## config.mk

```make
export PLATFORM = sky130hd
export DESIGN_NAME = delay_wait
export DESIGN_NICKNAME = d
export VERILOG_FILES = /design/src/rtl/delay_wait_pkg.sv /design/src/rtl/delay_wait.sv
export SDC_FILE = /design/constraint.sdc
export NUM_CORES = 1
export LEC_CHECK = 0
export CELL_PAD_IN_SITES_DETAIL_PLACEMENT = 1
export CELL_PAD_IN_SITES_GLOBAL_PLACEMENT = 1
export CORE_MARGIN = 10
export CORE_UTILIZATION = 37
export CTS_CLUSTER_SIZE = 28
export DETAILED_ROUTE_END_ITERATION = 10
export PLACE_DENSITY = 0.75
export SLEW_MARGIN = 20
export SYNTH_ARGS = -nofsm -noshare
export SYNTH_HDL_FRONTEND = slang
export SYNTH_SLANG_ARGS = --single-unit
```

## constraint.sdc

```tcl
create_clock -name clk -period 2.1 [get_ports clk]
set_input_delay 0.21 -clock clk [delete_from_list [all_inputs] [get_ports clk]]
set_output_delay 0.21 -clock clk [all_outputs]
set_load 0.05 [all_outputs]
```

## src/rtl/delay_wait_pkg.sv

```systemverilog
// delay_wait_pkg
// Holds the types and constants shared by the timed-wait block and its bench.
//   state_t    : wait FSM encoding (IDLE, ARM, WAIT)
//   SPURIOUS_W : width of the optional spurious-pulse counter
package delay_wait_pkg;

  typedef enum logic [1:0] {
    IDLE = 2'd0,
    ARM  = 2'd1,
    WAIT = 2'd2
  } state_t;

  localparam int SPURIOUS_W = 8;

endpackage

```

## src/rtl/delay_wait.sv

```systemverilog
// delay_wait
// Starts a delayed-pulse device on request and waits for its completion pulse
// for at most TIMEOUT_MS millisecond ticks. It reports either done (pulse
// seen) or timeout (limit reached). The number of ticks counted is held on
// elapsed until the next wait finishes.
//
// Build option: define DELAY_WAIT_SPURIOUS_EN to add the spurious_cnt port.
// It counts pulse cycles seen while no wait is active (IDLE or ARM) and
// saturates at its maximum value.
//
// Ports
//   clk          : single clock, all logic on the rising edge
//   rst          : synchronous active-low reset
//   one_ms       : one-cycle millisecond tick
//   req          : one-cycle request to begin a timed wait
//   start        : one-cycle start strobe to the delayed-pulse device
//   pulse        : completion pulse from the device
//   busy         : high whenever the FSM is not in IDLE
//   done         : one-cycle strobe, pulse arrived within the limit
//   timeout      : one-cycle strobe, limit reached with no pulse
//   elapsed      : ticks counted in the last wait
//   spurious_cnt : (option) count of pulses outside a wait
module delay_wait
  import delay_wait_pkg::*;
#(
  parameter int TIMEOUT_MS = 64,
  localparam int W = $clog2(TIMEOUT_MS + 1)
) (
  input  logic         clk,
  input  logic         rst,
  input  logic         one_ms,
  input  logic         req,
  output logic         start,
  input  logic         pulse,
  output logic         busy,
  output logic         done,
  output logic         timeout,
  output logic [W-1:0] elapsed
`ifdef DELAY_WAIT_SPURIOUS_EN
  ,
  output logic [SPURIOUS_W-1:0] spurious_cnt
`endif
);

  // The last counter value before the limit tick, and the value reported
  // when the limit is reached.
  localparam logic [W-1:0] LIMIT_M1 = W'(TIMEOUT_MS - 1);
  localparam logic [W-1:0] LIMIT    = W'(TIMEOUT_MS);

  state_t       state, state_n;
  logic [W-1:0] ctr, ctr_n;
  logic         start_n, busy_n, done_n, timeout_n;
  logic [W-1:0] elapsed_n;

  // State register. Every output is a flop loaded from its next-state value,
  // so the device and controller never see combinational glitches.
  always_ff @(posedge clk) begin
    if (!rst) begin
      state   <= IDLE;
      ctr     <= '0;
      start   <= 1'b0;
      busy    <= 1'b0;
      done    <= 1'b0;
      timeout <= 1'b0;
      elapsed <= '0;
    end else begin
      state   <= state_n;
      ctr     <= ctr_n;
      start   <= start_n;
      busy    <= busy_n;
      done    <= done_n;
      timeout <= timeout_n;
      elapsed <= elapsed_n;
    end
  end

  // Next-state and next-output logic. Strobes default low. elapsed holds its
  // value unless a wait finishes.
  always_comb begin
    state_n   = state;
    ctr_n     = ctr;
    start_n   = 1'b0;
    done_n    = 1'b0;
    timeout_n = 1'b0;
    elapsed_n = elapsed;

    case (state)
      IDLE: begin
        if (req) begin
          state_n = ARM;
          ctr_n   = '0;
          start_n = 1'b1;
        end
      end

      // start is high for the whole ARM cycle. Ticks and pulses are ignored
      // here because the device has not yet seen the start strobe.
      ARM: begin
        state_n = WAIT;
      end

      // A pulse has priority over a tick that arrives in the same cycle. The
      // limit is checked before incrementing, so ctr never reaches TIMEOUT_MS.
      WAIT: begin
        if (pulse) begin
          done_n    = 1'b1;
          elapsed_n = ctr;
          state_n   = IDLE;
        end else if (one_ms) begin
          if (ctr == LIMIT_M1) begin
            timeout_n = 1'b1;
            elapsed_n = LIMIT;
            state_n   = IDLE;
          end else begin
            ctr_n = ctr + W'(1);
          end
        end
      end

      default: begin
        state_n = IDLE;
      end
    endcase

    busy_n = (state_n != IDLE);
  end

`ifdef DELAY_WAIT_SPURIOUS_EN
  // Counts pulses that arrive while no wait is active. It saturates at
  // all-ones and is cleared only by reset, not by a new request.
  always_ff @(posedge clk) begin
    if (!rst) begin
      spurious_cnt <= '0;
    end else if (pulse && (state == IDLE || state == ARM) && (spurious_cnt != '1)) begin
      spurious_cnt <= spurious_cnt + 1'b1;
    end
  end
`else
  // Default build: the spurious-pulse counter is not present.
`endif

endmodule

```

* Word level (Yosys, flattened, before mapping)
Index checks and enable logic that the tools add are counted.
** Operators by class
- Add/sub/neg operators :: 1
- Muxes and demuxes :: 16
- Reduce and logical (&&, ||, !) cells :: 10
- Equal/unequal tests :: 7
- Bitwise logic cells :: 3
** Operators with widths (count)
- 2-to-1 mux 7 bit :: 7
- one-hot mux 7 bit (2 select lines) :: 1
- 2-to-1 mux 2 bit :: 4
- inequality test 2 bit, second input constant :: 4
- nonzero test 2 bit :: 4
- adder 7 x 1 -> 7 bit, second input constant :: 1
- equality test 7 x 6 -> 1 bit, second input constant :: 1
- one-hot mux 2 bit (3 select lines) :: 1
- AND reduction 5 bit :: 1
- AND reduction 2 bit :: 2
- OR reduction 4 bit :: 1
- 2-to-1 mux 1 bit :: 3
- inverter 1 bit :: 3
- AND reduction 3 bit :: 1
- equality test 2 x 1 -> 1 bit, second input constant :: 1
- equality test 2 bit, second input constant :: 1
- logical NOT 2 bit :: 1
** Storage, ports and cells
- Logic and storage cells :: 44
- Bits in registers :: 20
- Bits of input ports :: 5

* Logic depth before layout (Yosys ltp)
Gate-level depths: netlist of the first run.
- Depth in word-level cells :: 6
- Gate-level depth with buffers :: 6

* Worst setup path before layout of the first run
Ideal clock, no wire load.
- Path kind :: register -> register
- Start point :: register ctr[0]
- End point :: register ctr[3]
- Data arrival time :: 1423 ps
- Period minus slack after synthesis :: 1482 ps
- Stages on the path, launching flop included :: 6
- Buffers on the path :: 0
- Setup slack :: 618 ps
- Cells stage by stage :: dfxtp_1 > ha_1 > nand4b_1 > o21ai_1 > or4_1 > nand2_1
** On the way
- Word-level cells in the longest chain between the ends :: 5
- Elaborated cells on any way between the ends :: 8
** RTL lines
- start: declaration :: line delay_wait.sv:51 : logic [W-1:0] ctr, ctr_n;
- start signal: assignment :: line delay_wait.sv:68 : ctr <= ctr_n;
- adder 7 x 1 -> 7 bit :: line delay_wait.sv:115 : ctr_n = ctr + W'(1);
- 2-to-1 mux 7 bit :: line delay_wait.sv:110 : if (ctr == LIMIT_M1) begin
- 2-to-1 mux 7 bit :: line delay_wait.sv:109 : end else if (one_ms) begin
- 2-to-1 mux 7 bit :: line delay_wait.sv:105 : if (pulse) begin
- one-hot mux 7 bit (2 select lines) :: line delay_wait.sv:87 : case (state)
Several ways; a longest one is shown, not always the timed one. The select of a mux whose other input is x is not followed.
A chain may end at the register's enable or synchronous reset.

* Worst setup path after layout of the first run
- Start point :: register ctr[0]
- End point :: register elapsed[0]
** On the way
- Word-level cells in the longest chain between the ends :: 3
- Elaborated cells on any way between the ends :: 4
** RTL lines
- equality test 7 x 6 -> 1 bit :: line delay_wait.sv:110
- nonzero test 2 bit (no line)
- AND reduction 3 bit (no line)
- end signal: assignment :: line delay_wait.sv:73 : elapsed <= elapsed_n;
- end: declaration :: line delay_wait.sv:38 : output logic [W-1:0] elapsed
Several ways; a longest one is shown, not always the timed one.

==> results of run 1 <==
## power by group through the flow
stage | registers, mW | logic, mW | clock network [mW]
CTS | 0.395 | 0.0759 | 0.232
finish | 0.394 | 0.0757 | 0.225
global placement | 0.402 | 0.0741 | 0
global route | 0.396 | 0.0829 | 0.250
floorplan | 0.411 | 0.0371 | 0
detailed placement | 0.403 | 0.0753 | 0
## registers in the layout, indices dropped and copies added (netlist names)
signal and count:
busy 1, timeout 1, ctr 7, state 2
elapsed 7, done 1, start 1
## metal layers
| metal | up-vias | global-route usage (%) | part of all wire [%] |
|---|---|---|---|
| met3 | 2 | 4.19 | 5.1 |
| li1 | 409 | - | - |
| met1 | 412 | 13.7 | 46 |
| met4 | 0 | 1.48 | 0.57 |
| met5 | - | 0 | 0 |
| met2 | 12 | 19.7 | 48 |
## worst register-to-register path, cell delays in order, from the launching register on
cell	delay, ps
dfxtp_1	430
ha_1	250
nand4b_1	320
nor2_1	190
a21o_1	330
a31oi_1	140
## path summary, 6_finish.rpt
| kind | start | to | slack (ps) | cells past startpoint |
|---|---|---|---|---|
| hold / removal | ctr[6] | ctr[6] | 480 | 2 |
| setup / recovery | ctr[0] | elapsed[0] | 330 | 5 |
| hold reg to reg | ctr[6] | ctr[6] | 480 | 2 |
| setup reg to reg | ctr[0] | elapsed[0] | 330 | 5 |
## layout make-up
| type | instances | area, um^2 |
|---|---|---|
| Tap cell | 28 | 35.0 |
| Multi-Input combinational cell | 75 | 449 |
| Timing Repair Buffer | 18 | 173 |
| Clock buffer | 4 | 36.3 |
| Inverter | 2 | 7.51 |
| Sequential cell | 20 | 400 |
| Fill cell | 289 | 1150 |
## layout by cell type (no fill, tap or decap), types with 2 or more instances in the layout
cell             synthesis  final
a21oi_1                  2      2
clkbuf_4                 0      3
and2_1                   3      3
nor2_1                   7      7
a31oi_1                  7      7
nand2_1                 11     11
nand3_1                  3      3
o21ai_1                  3      3
and3_1                   2      2
nand4_1                  3      3
clkdlybuf4s50_1          0     15
xor2_1                   2      2
nor3_1                   6      6
o21ai_0                  6      6
buf_4                    1      3
or4_1                    2      2
inv_1                    2      2
dfxtp_1                 20     20
o211ai_1                 3      3
## kinds of logic after synthesis
group	after synthesis	share of synthesized area (%)
XOR/XNOR	2	1.98
AO/OA/AOI/OAI	27	19.2
AND/OR/NAND/NOR	45	28.1
buffers and inverters	8	3.96
flip-flops	20	45.3
adder cells (fa/ha/maj)	1	1.41
==> impl_metrics.tcl, run 1 <==
set metrics [dict create \
    power_switching_uw 174 \
    end_kind "flip-flop" \
    relSlewSlack_pct 66.0 \
    post-route-util_pct 48.8 \
    internal_power_uw 521 \
    ctsResizeCount 0 \
    skew_ps 4.24 \
    antenna_found_initial 0 \
    ant_nets 0 \
    overflow 0 \
    async_flop_share_pct 0 \
    yosys_warnings 0 \
    whs_ps 478 \
    ys_ff_latch 20 \
    antenna-diode-count 0 \
    nNetsFinal 126 \
    grt_pass1_wl_mm 4.26 \
    rsz0062_at_grt "no" \
    ys.flop_type "dfxtp_1" \
    netlist_area_um2 885 \
    max_stage_delay_ps 430 \
    cts_root_buf "clkbuf_4" \
    drive_gt1_share_pct 8.40 \
    setup_viol 0 \
    status "finished clean" \
    worst_setup_path_start_kind "flip-flop" \
    ir_worst_vdd_uv 362 \
    hpwl_mm 1.84 \
    cts_buffers 3 \
    postCtsSetupBuffers 0 \
    grt_usage_pct 11.5 \
    post_dp_cell_area_um2 1060 \
    hp-class "reg -> reg" \
    grt_max_degree 18 \
    synth_cells 103 \
    cp.required_ps 2290 \
    synth_top_area_cell "dfxtp_1" \
    dp_cells 143 \
    synthTopCellsByArea "dfxtp_1 (45%), a31oi_1 (5.0%), nand2_1 (4.7%), nor3_1 (3.4%), o21ai_0 (3.4%)" \
    vias 835 \
    start_util_pct 39.2 \
    clock-sinks 20 \
    postSynthAreaPerCell_um2 8.59 \
    worst_slack_ps 330 \
    place_congestion 0.808 \
    port-buffer-count 15 \
    postCtsHoldBufs 0 \
    clkPwrFrac_pct 32.3 \
    synth_common_cells "dfxtp_1 (20), nand2_1 (11), a31oi_1 (7), nor2_1 (7)" \
    ctsLongestPathBuffers 2 \
    hold_viol_final 0 \
    synth_edf_count 0 \
    via_per_inst 5.68 \
    combinationalPowerShare_pct 10.9 \
    area_delta_synth_final_pct 24.5 \
    crit_chain "ha_1 -> nand4b_1 -> nor2_1 -> a21o_1 -> a31oi_1" \
    place_ws_ps 295 \
    rows 17 \
    crit_arrival_ps 1960 \
    cp_top_family "simple AND/OR/NAND/NOR gates" \
    htree_levels 1 \
    io_pins 16 \
    drt-total-wl_mm 2.45 \
    clk_latency_ps 300 \
    yosysMostFrequentCell "dfxtp_1" \
    powerDensity_nw_per_um2 631 \
    tightestPinTransition_ps 509 \
    drc 0 \
    path_buf_inv 0 \
    clk_pin_slew_worst_paths_ps 110 \
    ys_seq_area_share_pct 45.3 \
    drt_iter0_markers 41 \
    power_leakage_nw 0.393 \
    period_minus_slack_ps 1770 \
    maxCapViolCount 0 \
    p_sw_share_pct 25.1 \
    die_y_um 68.9 \
    die_x_um 68.9 \
    report.final.slew_viol_count 0 \
    syn_nets 109 \
    tns_ps 0 \
    final_cells 147 \
    ys_types 34 \
    finalCritPeriodShare_pct 84.3 \
    placeableCoreArea_um2 2250 \
    tritoncts "yes" \
    cpMaxStageDelayCell "dfxtp_1" \
    synth_top_area_share_pct 45.3 \
    wl_per_cell_um 16.7 \
    detail_route.first_pass.iterations 4 \
    die_area_um2 4750 \
    power.total_uw 695 \
    final_area_um2 1100 \
    critPathMaxFanout 9 \
    path_class "reg -> reg" \
    fmax_mhz 565 \
    sequentialPowerShare_pct 56.8 \
    grt_pass1_vias 869 \
]
Note: power is estimated with default switching activity, not from simulation.
==> run 2: changes to the inputs <==
==> constraint.sdc (replaced) <==
create_clock -name clk -period 1.7 [get_ports clk]
set_input_delay 0.17 -clock clk [delete_from_list [all_inputs] [get_ports clk]]
set_output_delay 0.17 -clock clk [all_outputs]
set_load 0.05 [all_outputs]
==> run 2 against run 1 <==
Hold slack worse by 19 ps. First-iteration DRC count down 7.3%. Register-to-register slack worse by 220 ps. Flip-flop and latch count unchanged. Combinational power up 40%.
==> impl_metrics.tcl, run 2 (synthesis results as in run 1) <==
set metrics [dict create \
    postCtsHoldBufs 0 \
    top_regs "ctr (7), elapsed (7), state (2)" \
    relSlewSlack_pct 66.3 \
    nNetsFinal 136 \
    setup_viol 0 \
    path_buf_inv 1 \
    clock-sinks 20 \
    hold_depth 2 \
    reg2reg_to "ctr[5]" \
    final_cell_mix "dfxtp_1 (20), clkdlybuf4s50_1 (14), buf_4 (14), nand2_1 (11)" \
    die_area_um2 4750 \
    layout_commonest_cell "dfxtp_1" \
    cpMaxStageDelayCell "clkdlybuf4s50_1" \
    status "finished clean" \
    overflow 0 \
    post_dp_cell_area_um2 1140 \
    rows 17 \
    r2r_start "ctr[0]" \
    ctsResizeCount 0 \
    tightestPinTransition_ps 503 \
    hp-class "reg -> reg" \
    start_util_pct 39.2 \
    drt-total-wl_mm 2.67 \
    fmax_mhz 611 \
    drc 0 \
    power_leakage_nw 0.438 \
    placeableCoreArea_um2 2250 \
    seqCellArea_um2 400 \
    hold_end "ctr[6]" \
    final_area_um2 1160 \
    antenna-diode-count 0 \
    skew_ps 2.12 \
    cts_buffers 3 \
    post-route-util_pct 51.4 \
    r2r_cells 6 \
    htree_levels 1 \
    die_x_um 68.9 \
    area_delta_synth_final_pct 31.1 \
    rsz0062_at_grt "no" \
    antenna_found_initial 0 \
    power.total_uw 820 \
    cp_top_family "buffers and inverters" \
    fillers 285 \
    end_kind "output port" \
    ant_nets 0 \
    dp_cells 153 \
    max_stage_delay_ps 810 \
    grt_usage_pct 12.2 \
    via_per_inst 5.63 \
    report.final.slew_viol_count 0 \
    grt_pass1_wl_mm 4.36 \
    path_class "reg -> out" \
    port-buffer-count 15 \
    crit_arrival_ps 1470 \
    ir_worst_vdd_uv 360 \
    grt_pass1_vias 971 \
    final_cells 156 \
    grt_max_degree 18 \
    crit_chain "clkdlybuf4s50_1" \
    io_pins 16 \
    finalCritPeriodShare_pct 96.2 \
    maxCapViolCount 0 \
    worst_setup_path_start_kind "flip-flop" \
    detail_route.first_pass.iterations 4 \
    die_y_um 68.9 \
    rrSetupSlack_ps 110 \
    critPathMaxFanout 2 \
    clk_latency_ps 310 \
    multi_input_area_um2 449 \
    wl_per_cell_um 17.1 \
    drive_gt1_share_pct 15.6 \
    clk_pin_slew_worst_paths_ps 110 \
    min-delay-start "ctr[6]" \
    drt_iter0_markers 38 \
    place_congestion 0.857 \
    tritoncts "yes" \
    period_minus_slack_ps 1640 \
    ctsLongestPathBuffers 2 \
    hpwl_mm 2.11 \
    cts_root_buf "clkbuf_4" \
    powerDensity_nw_per_um2 707 \
    vias 878 \
    hold_viol_final 0 \
    postCtsSetupBuffers 0 \
    cp.required_ps 1530 \
]
==> run 2: changes by cell type in the layout (fill, tap and decap cells not counted), sizes merged <==
cell | before | now
clkdlybuf4s50 | 15 | 14
buf | 3 | 14
clkbuf | 4 | 3
==> run 2: layout make-up <==
class                           count  share of cell area (%)
Clock buffer                        3                    1.94
Inverter                            2                   0.647
Multi-Input combinational cell     75                    38.7
Sequential cell                    20                    34.5
Tap cell                           28                    3.02
Timing Repair Buffer               28                    21.1
==> run 2: metrics by stage <==
stage	setup TNS [ps]	hold WS, ps	worst slack (ps)
2_1_floorplan	0	310	218
3_3_place_gp	0	436	24.4
3_5_place_dp	-37.0	443	-26.7
4_1_cts	0	461	57.3
5_1_grt	0	482	8.26
6_report	0	458	64.3
==> run 2: how the worst max path moves through the flow <==
stage / startpoint / endpoint / slack (ps) / depth (start not counted)
2_1_floorplan: ctr[0] / ctr[3] / 220 / 5
3_3_place_gp: pulse / ctr[5] / 20 / 5
3_5_place_dp: req / ctr[5] / -30 / 5
4_1_cts: elapsed[5] / elapsed[5] / 60 / 1
5_1_grt: elapsed[5] / elapsed[5] / 8 / 1
6_report: elapsed[5] / elapsed[5] / 60 / 1
==> run 2: metal layers <==
layer | part of all wire [%] | track usage [%]
met1 | 43 | 12.6
met5 | 0 | 0
met2 | 50 | 21.8
met3 | 5.3 | 3.54
met4 | 2.0 | 6.40
==> run 2: report_power, final <==
group	internal, mW	switching (mW)	leakage (nW)
Clock	0.0829	0.149	0.0138
Sequential	0.476	0.00592	0.162
Combinational	0.0424	0.0632	0.262
Total	0.602	0.218	0.438
